===== src/rtl/meta_pkg.sv =====
// ---------------------------------------------------------------------------
// meta_pkg
// Shared widths and the metadata write record used by the L1 D-cache
// tag/metadata write scheduler and its input FIFOs.
//   IDX_W        set-index width
//   WAY_W        one-hot way-enable width
//   TAG_W        tag width
//   meta_write_t {idx, way_en, tag} record carried through the scheduler
// ---------------------------------------------------------------------------
package meta_pkg;

    localparam int IDX_W = 6;
    localparam int WAY_W = 1;
    localparam int TAG_W = 20;

    typedef struct packed {
        logic [IDX_W-1:0] idx;
        logic [WAY_W-1:0] way_en;
        logic [TAG_W-1:0] tag;
    } meta_write_t;

endpackage


===== src/rtl/meta_write_fifo.sv =====
// ---------------------------------------------------------------------------
// meta_write_fifo
// DEPTH-entry FIFO of meta_write_t used to decouple one write requester
// from the scheduler's selection stage.
//
// Ports
//   clock      rising-edge clock
//   reset      asynchronous active-high reset (empties the FIFO)
//   push       enqueue request; ignored while full
//   push_data  record to enqueue
//   pop        dequeue request; ignored while empty
//   head       oldest record (valid only while !empty)
//   full       count == DEPTH
//   empty      count == 0
//
// There is no pass-through: a push while full is dropped even if a pop
// happens in the same cycle, and a push into an empty FIFO only becomes
// visible on head in the following cycle.
// ---------------------------------------------------------------------------
module meta_write_fifo
    import meta_pkg::*;
#(
    parameter int DEPTH = 2
) (
    input  logic        clock,
    input  logic        reset,
    input  logic        push,
    input  meta_write_t push_data,
    input  logic        pop,
    output meta_write_t head,
    output logic        full,
    output logic        empty
);

    localparam int PTR_W = $clog2(DEPTH);
    localparam int CNT_W = $clog2(DEPTH + 1);

    meta_write_t        mem [DEPTH];
    logic [PTR_W-1:0]   wr_ptr;
    logic [PTR_W-1:0]   rd_ptr;
    logic [CNT_W-1:0]   count;
    logic               do_push;
    logic               do_pop;

    assign full    = (count == CNT_W'(DEPTH));
    assign empty   = (count == '0);
    assign do_push = push && !full;
    assign do_pop  = pop && !empty;
    assign head    = mem[rd_ptr];

    // DEPTH is a power of two, so the pointers wrap naturally.
    always_ff @(posedge clock or posedge reset) begin
        if (reset) begin
            wr_ptr <= '0;
            rd_ptr <= '0;
            count  <= '0;
        end else begin
            if (do_push) begin
                wr_ptr <= wr_ptr + 1'b1;
            end
            if (do_pop) begin
                rd_ptr <= rd_ptr + 1'b1;
            end
            case ({do_push, do_pop})
                2'b10:   count <= count + 1'b1;
                2'b01:   count <= count - 1'b1;
                default: count <= count;
            endcase
        end
    end

    // Storage needs no reset: entries are only observed between push and pop.
    always_ff @(posedge clock) begin
        if (do_push) begin
            mem[wr_ptr] <= push_data;
        end
    end

endmodule


===== src/rtl/meta_write_scheduler.sv =====
// ---------------------------------------------------------------------------
// meta_write_scheduler
// Buffered scheduler for the single L1 D-cache tag/metadata write port.
// Port 0 (refill/MSHR) and port 1 (probe/writeback) each feed a small FIFO;
// one head per cycle is moved into a registered output stage. Port 0 wins
// contention until port 1 has lost STARVE_LIMIT times in a row, after which
// port 1 is forced through.
//
// Ports
//   clock, reset               clock / asynchronous active-high reset
//   io_in_N_valid              requester N has a write
//   io_in_N_ready              FIFO N not full (registered state only)
//   io_in_N_bits_{idx,way_en,tag}  requester N payload
//   io_out_valid               registered write valid to the metadata array
//   io_out_ready               metadata array accepts the write
//   io_out_bits_{idx,way_en,tag}   registered payload
//   io_chosen                  source port of the current output entry
//   io_busy                    any FIFO non-empty or output valid
// ---------------------------------------------------------------------------
module meta_write_scheduler
    import meta_pkg::*;
#(
    parameter int DEPTH        = 2,
    parameter int STARVE_LIMIT = 4
) (
    input  logic             clock,
    input  logic             reset,

    input  logic             io_in_0_valid,
    output logic             io_in_0_ready,
    input  logic [IDX_W-1:0] io_in_0_bits_idx,
    input  logic [WAY_W-1:0] io_in_0_bits_way_en,
    input  logic [TAG_W-1:0] io_in_0_bits_tag,

    input  logic             io_in_1_valid,
    output logic             io_in_1_ready,
    input  logic [IDX_W-1:0] io_in_1_bits_idx,
    input  logic [WAY_W-1:0] io_in_1_bits_way_en,
    input  logic [TAG_W-1:0] io_in_1_bits_tag,

    output logic             io_out_valid,
    input  logic             io_out_ready,
    output logic [IDX_W-1:0] io_out_bits_idx,
    output logic [WAY_W-1:0] io_out_bits_way_en,
    output logic [TAG_W-1:0] io_out_bits_tag,

    output logic             io_chosen,
    output logic             io_busy
);

    localparam int SC_W = $clog2(STARVE_LIMIT + 1);

    meta_write_t      in0_data;
    meta_write_t      in1_data;
    meta_write_t      head0;
    meta_write_t      head1;
    logic             full0;
    logic             full1;
    logic             empty0;
    logic             empty1;
    logic             head0_v;
    logic             head1_v;

    logic             load;
    logic             sel1;
    logic             pop0;
    logic             pop1;

    meta_write_t      out_q;
    logic             out_valid_q;
    logic             chosen_q;

    logic [SC_W-1:0]  starve_cnt;
    logic [SC_W-1:0]  starve_cnt_d;

    assign in0_data = '{idx: io_in_0_bits_idx, way_en: io_in_0_bits_way_en, tag: io_in_0_bits_tag};
    assign in1_data = '{idx: io_in_1_bits_idx, way_en: io_in_1_bits_way_en, tag: io_in_1_bits_tag};

    meta_write_fifo #(.DEPTH(DEPTH)) u_fifo0 (
        .clock     (clock),
        .reset     (reset),
        .push      (io_in_0_valid),
        .push_data (in0_data),
        .pop       (pop0),
        .head      (head0),
        .full      (full0),
        .empty     (empty0)
    );

    meta_write_fifo #(.DEPTH(DEPTH)) u_fifo1 (
        .clock     (clock),
        .reset     (reset),
        .push      (io_in_1_valid),
        .push_data (in1_data),
        .pop       (pop1),
        .head      (head1),
        .full      (full1),
        .empty     (empty1)
    );

    // Ready depends only on FIFO occupancy, never on io_out_ready.
    assign io_in_0_ready = !full0;
    assign io_in_1_ready = !full1;

    assign head0_v = !empty0;
    assign head1_v = !empty1;

    assign load = !out_valid_q || io_out_ready;

    // Port 1 wins when it is alone or when it has been starved long enough.
    assign sel1 = head1_v && (!head0_v || (starve_cnt == SC_W'(STARVE_LIMIT)));
    assign pop0 = load && head0_v && !sel1;
    assign pop1 = load && sel1;

    always_comb begin
        starve_cnt_d = starve_cnt;
        if (load && head0_v && head1_v && !sel1) begin
            if (starve_cnt != SC_W'(STARVE_LIMIT)) begin
                starve_cnt_d = starve_cnt + 1'b1;
            end
        end else if (pop1) begin
            starve_cnt_d = '0;
        end else if (empty1) begin
            starve_cnt_d = '0;
        end
    end

    always_ff @(posedge clock or posedge reset) begin
        if (reset) begin
            starve_cnt <= '0;
        end else begin
            starve_cnt <= starve_cnt_d;
        end
    end

    // Output stage: bits and chosen hold while stalled and when going idle.
    always_ff @(posedge clock or posedge reset) begin
        if (reset) begin
            out_q       <= '0;
            out_valid_q <= 1'b0;
            chosen_q    <= 1'b0;
        end else if (load) begin
            if (head0_v || head1_v) begin
                out_q       <= sel1 ? head1 : head0;
                out_valid_q <= 1'b1;
                chosen_q    <= sel1;
            end else begin
                out_valid_q <= 1'b0;
            end
        end
    end

    assign io_out_valid       = out_valid_q;
    assign io_out_bits_idx    = out_q.idx;
    assign io_out_bits_way_en = out_q.way_en;
    assign io_out_bits_tag    = out_q.tag;
    assign io_chosen          = chosen_q;
    assign io_busy            = head0_v || head1_v || out_valid_q;

endmodule


===== config.mk =====
export PLATFORM = sky130hd
export DESIGN_NAME = meta_write_scheduler
export DESIGN_NICKNAME = d
export VERILOG_FILES = /design/src/rtl/meta_pkg.sv /design/src/rtl/meta_write_fifo.sv /design/src/rtl/meta_write_scheduler.sv
export SDC_FILE = /design/constraint.sdc
export NUM_CORES = 1
export LEC_CHECK = 0
export ABC_AREA = 1
export CAP_MARGIN = 10
export CORE_ASPECT_RATIO = 0.7
export CORE_MARGIN = 2
export CORE_UTILIZATION = 25
export CTS_CLUSTER_DIAMETER = 100
export CTS_CLUSTER_SIZE = 20
export DETAILED_ROUTE_END_ITERATION = 16
export GPL_TIMING_DRIVEN = 0
export SETUP_SLACK_MARGIN = 0.05
export SKIP_LAST_GASP = 1
export SYNTH_ARGS = -nofsm -noshare
export SYNTH_HDL_FRONTEND = slang
export SYNTH_HIERARCHICAL = 1
export SYNTH_SLANG_ARGS = --single-unit
export TNS_END_PERCENT = 10

===== constraint.sdc =====
create_clock -name clock -period 2.9 [get_ports clock]
set_input_delay 0.725 -clock clock [delete_from_list [all_inputs] [get_ports clock]]
set_output_delay 0.725 -clock clock [all_outputs]
set_load 0.01 [all_outputs]

==> flow_summary_export.csv, run 1 <==
group,metric,value,unit
outcome,status,"complete, no violations",
routing,vias,4323,
finish,mostFrequentLayoutCells,"165 x nand2_1, 108 x edfxtp_1, 103 x inv_1, 90 x clkdlybuf4s50_1, 40 x dfrtp_1",
yosys,syn_nets,657,
timing,hold_viol_final,0,
power,switching_share,36.41,%
clocking,cts_max_path_buffers,2,
place,dp_hpwl,11.40,mm
timing,rsz0062_at_grt,"no",
worst_setup_path,crit_path_end_kind,"output port",
yosys,avgSynthCellArea,10.72,um2
yosys,yosysWarnings,6,
power,p_leak,3.574,nW
yosys,netlist_area,6366,um2
yosys,ys_seq_area_share,66.67,%
floorplan,row_count,48,
routing,detail-route-antenna-nets,0,
clocking,cts.sinks,148,
clocking,cts.htree.levels,4,
timing,setup_viol,0,
min_path,hold_start,"io_out_bits_idx[5]$_DFFE_PP0P_",
yosys,synth_fa_ha_area_share,0.7862,%
routing,drt-initial-drc-count,285,
routing,drc,0,
routing,drt_wl_total,15.30,mm
timing,timing.slew.headroom,23.32,%
worst_setup_path,critPathRequiredTime,2.17,ns
floorplan,fp.dieArea,26780,um2
power,pwr-share-clk,24.4,%
global_routing,antenna_found_initial,0,
yosys,synth_xor_area_share,0.4127,%
place,place.gp.congestion,0.7666,
yosys,yosys-top-cells-area,"edfxtp_1 51%, dfrtp_1 16%, nand2_1 9.7%",
yosys,syn_inst,594,
finish,fin_nets,768,
power,internal_power,5.677,mW
floorplan,io_pins,91,
finish,postLayoutCoreUtil,33.56,%
clocking,cts.repair.resized,0,
floorplan,fp.coreArea,24800,um2
worst_setup_path,arrival,1.81,ns
power,p_comb_share,39.0,%
timing,timing.fmax,393.8,MHz
worst_setup_path,slowest_delay,0.50,ns
place,placed_cells,1010,
yosys,yosysTopAreaCell,"edfxtp_1",
timing,finalMaxSlewViolations,0,
power,pwr-share-seq,36.6,%
global_routing,grt_usage,12.11,%
yosys,ys.flop_type,"edfxtp_1",
yosys,synth_top_family_by_area,"simple AND/OR/NAND/NOR gates",
finish,drive_gt1_share,10.45,%
yosys,synthSimpleGateAreaFrac,17.16,%
yosys,synth_compound_area_share,4.737,%
finish,area_growth,30.76,%
finish,stdcell_count,1043,
yosys,ys_seq_elements,148,
timing,finClkSkew,0.01108,ns
floorplan,die-height,137.5,um
timing,min_period_over_period,87.57,%
global_routing,grt_max_degree,28,
finish,antenna-diode-count,0,
floorplan,initial_utilization,25.67,%
worst_setup_path,reg2reg_from,"u_fifo1/count[0]$_DFFE_PP0P_",
worst_setup_path,worstSetupPathType,"reg2out",
worst_setup_path,cp_max_fo,5,
global_routing,grt_pass1_vias,4455,
routing,wire_per_inst,14.67,um
clocking,post-cts-setup-buffers,0,
run,drv_cap,0,
routing,viasPerCell,4.145,
clocking,hold_buffers,0,
worst_setup_path,crit_start,"u_fifo1/count[0]$_DFFE_PP0P_",
yosys,synth_edf_count,108,
power,total_power,8.927,mW
clocking,cts_buffers,17,
finish,finalInstanceArea,8324,um2
timing,setup_slack,0.3604,ns
routing,dr.pass1.iters,5,
place,preCtsSetupSlack,0.2410,ns
clocking,root_buffer,"clkbuf_16",
clocking,clock_insertion_delay_worst_skew,0.42,ns
yosys,ys_types,24,
power,cellPowerDensity,1072,nW/um2
min_path,hold_path_class,"reg2reg",
timing,fin_crit,2.540,ns
global_routing,grt_overflow,0,
yosys,synthMuxAreaShare,0,%
place,port_buffers,90,
timing,worst_pin_slew,1.149,ns
yosys,synth.top_cell.area_share,50.94,%
global_routing,grt_pass1_wl,23.75,mm
power,p_switching,3.251,mW
place,place_area,7716,um2
floorplan,die_x,194.7,um
clocking,cts_tree,"done",
power,ir_worst_vdd,0.5132,mV
worst_setup_path,slowest_stage,"clkdlybuf4s50_1",
clocking,clk_pin_slew,0.06,ns
yosys,async_reset_ff_share,27.03,%
worst_setup_path,path_cells,"inv_2 -> nand2_2 -> inv_1 -> nand3_1 -> clkdlybuf4s50_1",
finish,mostFrequentLayoutCell,"nand2_1",
worst_setup_path,crit_path_start_kind,"register",
[synth_stat cells (3+ instances only)]
cell type and instances:
o21ai_0 18, buf_4 3, nand2_1 165, inv_1 103, nor2_2 3, dfrtp_1 40
inv_2 11, o21ai_1 38, buf_6 15, nand3_1 35, edfxtp_1 108, nand4_1 3
nand3b_1 29, nand2_2 3, ha_1 4, buf_2 5
[power groups by stage]
stage                     Combinational, mW  Sequential (mW)  Clock, mW
after floorplan                        2.12             3.32          0
after global placement                 3.41             3.31          0
after detailed placement               3.49             3.30          0
after CTS                              3.50             3.27       2.23
after global routing                   3.94             3.32       2.32
final                                  3.48             3.26       2.18
[registers in the layout, indices dropped and copies added, names as in the netlist, 2 cells and up]
name and count:
u_fifo1/mem 54, io_out_bits_tag 20, u_fifo0/count 2, u_fifo1/count 2, io_out_bits_idx 6, starve_cnt 3, u_fifo0/mem 54
[worst paths after layout]
| check | endpoint | slack [ns] | cells past startpoint |
|---|---|---|---|
| max in group asynchronous | io_out_bits_tag[11]$_DFFE_PP0P_ | 1.66 | 3 |
| worst min-delay path | io_out_bits_idx[5]$_DFFE_PP0P_ | 0.48 | 2 |
| worst max-delay path | io_busy | 0.36 | 5 |
| min in group asynchronous | u_fifo0/wr_ptr$_DFFE_PP0P_ | 0.57 | 2 |
| worst min register to register | io_out_bits_idx[5]$_DFFE_PP0P_ | 0.48 | 2 |
| worst max register to register | u_fifo0/count[1]$_DFFE_PP0P_ | 0.86 | 14 |
[metal layers]
layer / part of all wire, % / GRT usage, % / vias to the layer above / routed length (um)
li1: - / - / 2136 / -
met1: 49 / 16.62 / 2081 / 7512
met2: 45 / 19.12 / 97 / 6810
met3: 5.9 / 3.109 / 9 / 898
met4: 0.53 / 3.265 / 0 / 81
met5: 0 / 0 / - / 0
[area by class of cell]
cell class              instances  area (um2)
plain buffers                  25       224.0
well taps                     325       406.6
clock inverters                14       151.4
repair buffers                 92       955.9
flip-flops and latches        148        4244
inverters                     114       427.9
fillers                      2511       16480
clock buffers                  18       429.2
multi-input cells             307        1485
[logic make-up (layout without fill, tap and decap cells)]
kind of cell	Yosys count	in the layout
compound gates	58	58
xor+xnor	3	3
fa+ha+maj	4	4
buf+inv	139	263
flops	148	148
simple gates	242	242
[worst max-delay path: cells and delay by family (launching register included)]
| kind | cells | cell delay, ns |
|---|---|---|
| AND/OR/NAND/NOR | 2 | 0.18 |
| buffers and inverters | 3 | 0.77 |
| flip-flops | 1 | 0.44 |
[metrics by stage]
step / hold WS (ns) / TNS [ns]
after floorplan: 0.4497 / 0
after global placement: 0.4626 / -38.84
after detailed placement: 0.4657 / 0
after CTS: 0.4803 / 0
after global routing: 0.4909 / 0
final: 0.4807 / 0
Power figures use the tool's default switching activity.
==> inputs of run 2 (changes only) <==
CORE_UTILIZATION = 49   (was 25)
PLACE_DENSITY = 0.76   (was unset)
clock period = 2.3 ns   (was 2.9 ns; I/O delays follow)
==> run 2 against run 1 <==
Against the previous run: power is 29% higher; clock power increased by 39%; utilization up 32 points; final area decreased by 1.8%; first-iteration DRC count fell by 29%; combinational power up 24%; largest power group unchanged; count of clock-buffer cells in the layout increased by 2; non-clock buffer count grew 1; critical path depth did not move; clock skew shrank 0.0019 ns.
==> flow_summary_export.csv, run 2 (same netlist as run 1, synthesis figures left out) <==
group,metric,value,unit
outcome,status,"complete, no violations",
routing,vias,4389,
floorplan,die-height,99.37,um
timing,timing.slew.headroom,21.54,%
worst_setup_path,reg2reg_from,"starve_cnt[0]$_DFFE_PP0P_",
clocking,root_buffer,"clkbuf_16",
worst_setup_path,slowest_stage,"dfrtp_2",
timing,setup_viol,0,
min_path,hold_path_class,"in2async",
worst_setup_path,arrival,1.54,ns
timing,finalMaxSlewViolations,0,
clocking,cts.sinks,148,
routing,drt-initial-drc-count,202,
power,cellPowerDensity,1407,nW/um2
timing,finClkSkew,0.009153,ns
timing,setup_slack,0.1819,ns
floorplan,row_count,34,
power,p_comb_share,37.5,%
global_routing,grt_pass1_vias,4492,
clocking,cts_max_path_buffers,2,
finish,mostFrequentLayoutCells,"165 x nand2_1, 108 x edfxtp_1, 101 x inv_1, 89 x clkdlybuf4s50_1",
worst_setup_path,worstSetupPathType,"reg2out",
clocking,cts_buffers,17,
finish,finalInstanceArea,8178,um2
routing,wire_per_inst,15.75,um
worst_setup_path,crit_path_end_kind,"output port",
worst_setup_path,path_common_cell,"inv_2",
timing,hold_viol_final,0,
worst_setup_path,crit_path_start_kind,"register",
place,place_area,7505,um2
worst_setup_path,critPathRequiredTime,1.73,ns
routing,dr.pass1.iters,5,
finish,mostFrequentLayoutCell,"nand2_1",
global_routing,grt_overflow,0,
floorplan,die_x,140.2,um
power,p_switching,3.942,mW
clocking,cts.htree.levels,4,
timing,fin_setup_tns,0,ns
worst_setup_path,r2r_slack,0.20,ns
power,internal_power,7.567,mW
worst_setup_path,rr_worst_depth,14,
timing,timing.fmax,472.1,MHz
finish,drive_gt1_share,10.72,%
finish,fin_nets,769,
clocking,cts_tree,"done",
floorplan,fp.coreArea,12550,um2
timing,fin_crit,2.118,ns
worst_setup_path,slowest_delay,0.45,ns
timing,hold_ws,0.4763,ns
power,pwr-share-seq,36.2,%
floorplan,io_pins,91,
global_routing,antenna_found_initial,0,
global_routing,grt_usage,20.71,%
global_routing,grt_pass1_wl,21.78,mm
routing,detail-route-antenna-nets,0,
routing,drt_wl_total,13.86,mm
clocking,post-cts-setup-buffers,0,
floorplan,initial_utilization,50.73,%
timing,worst_pin_slew,1.176,ns
timing,rsz0062_at_grt,"no",
power,p_leak,3.595,nW
place,port_buffers,90,
worst_setup_path,r2r-end,"u_fifo0/count[1]$_DFFE_PP0P_",
power,ir_worst_vdd,0.7537,mV
place,preCtsSetupSlack,-0.1590,ns
finish,area_growth,28.46,%
power,pwr-share-clk,26.3,%
routing,viasPerCell,4.988,
timing,min_period_over_period,92.09,%
run,drv_cap,0,
power,switching_share,34.25,%
finish,antenna-diode-count,0,
place,place.gp.congestion,0.7890,
global_routing,grt_max_degree,33,
floorplan,fp.dieArea,13930,um2
clocking,clk_pin_slew,0.06,ns
clocking,clock_insertion_delay_worst_skew,0.41,ns
worst_setup_path,cp_max_fo,5,
routing,drc,0,
place,dp_hpwl,9.654,mm
worst_setup_path,path_cells,"inv_2 -> nand2_2 -> inv_2 -> nand3_1 -> dlygate4sd2_1",
run 2: routing by layer:
layer | share of wire, % | vias up | GRT usage [%]
li1 | - | 2139 | -
met1 | 43 | 2097 | 27.00
met2 | 50 | 141 | 34.69
met3 | 6.9 | 12 | 5.248
met4 | 0.74 | 0 | 6.371
met5 | 0 | - | 0
run 2: final cells by class:
type | count | area (um2)
inverters | 114 | 427.9
clock inverters | 11 | 207.7
well taps | 162 | 202.7
multi-input cells | 307 | 1475
fillers | 941 | 4372
plain buffers | 25 | 224.0
repair buffers | 93 | 957.2
clock buffers | 20 | 436.7
flip-flops and latches | 148 | 4247
run 2: metrics by stage:
stage,power (mW),cells,utilization [%]
CTS,11.58,879,64.95
finish,11.51,880,65.16
global route,12.21,880,65.16
global placement,8.221,846,59.52
detailed placement,8.452,848,59.80
floorplan,6.856,594,-
run 2: how the worst max path moves through the flow:
stage / slack [ns] / depth (start not counted) / startpoint / to
floorplan: 0.07 / 2 / io_in_0_valid / u_fifo0/mem[1][0]$_DFFE_PP_
global placement: -1.07 / 3 / io_in_1_valid / u_fifo1/mem[1][23]$_DFFE_PP_
detailed placement: -0.16 / 3 / io_in_1_valid / u_fifo1/mem[0][23]$_DFFE_PP_
CTS: 0.17 / 5 / u_fifo1/count[0]$_DFFE_PP0P_ / io_busy
global route: 0.06 / 14 / starve_cnt[0]$_DFFE_PP0P_ / u_fifo0/count[1]$_DFFE_PP0P_
finish: 0.18 / 5 / u_fifo1/count[0]$_DFFE_PP0P_ / io_busy
run 2: power by group through the flow:
stage | logic (mW) | registers (mW) | clock network [mW]
after floorplan | 2.67 | 4.18 | 0
after global placement | 4.05 | 4.17 | 0
after detailed placement | 4.26 | 4.19 | 0
after CTS | 4.35 | 4.16 | 3.07
after global routing | 4.79 | 4.23 | 3.19
final | 4.32 | 4.16 | 3.03
run 2: repair_timing:
action | in CTS | in global routing
endpoints found under the setup margin | 1 | 0
hold buffers | 0 | 0
resized for setup | 5 | 0
run 2: worst max-delay path: cells and delay by family, from the launching register on:
| kind | cells | cell delay (ns) |
|---|---|---|
| DFF | 1 | 0.45 |
| buffers and inverters | 3 | 0.50 |
| and+or+nand+nor | 2 | 0.18 |
==> inputs of run 3 (changes only) <==
HOLD_SLACK_MARGIN = 0.1   (was unset)
==> results of run 3 <==
No change in the layout: final DEF, timing and power equal those of run 2.
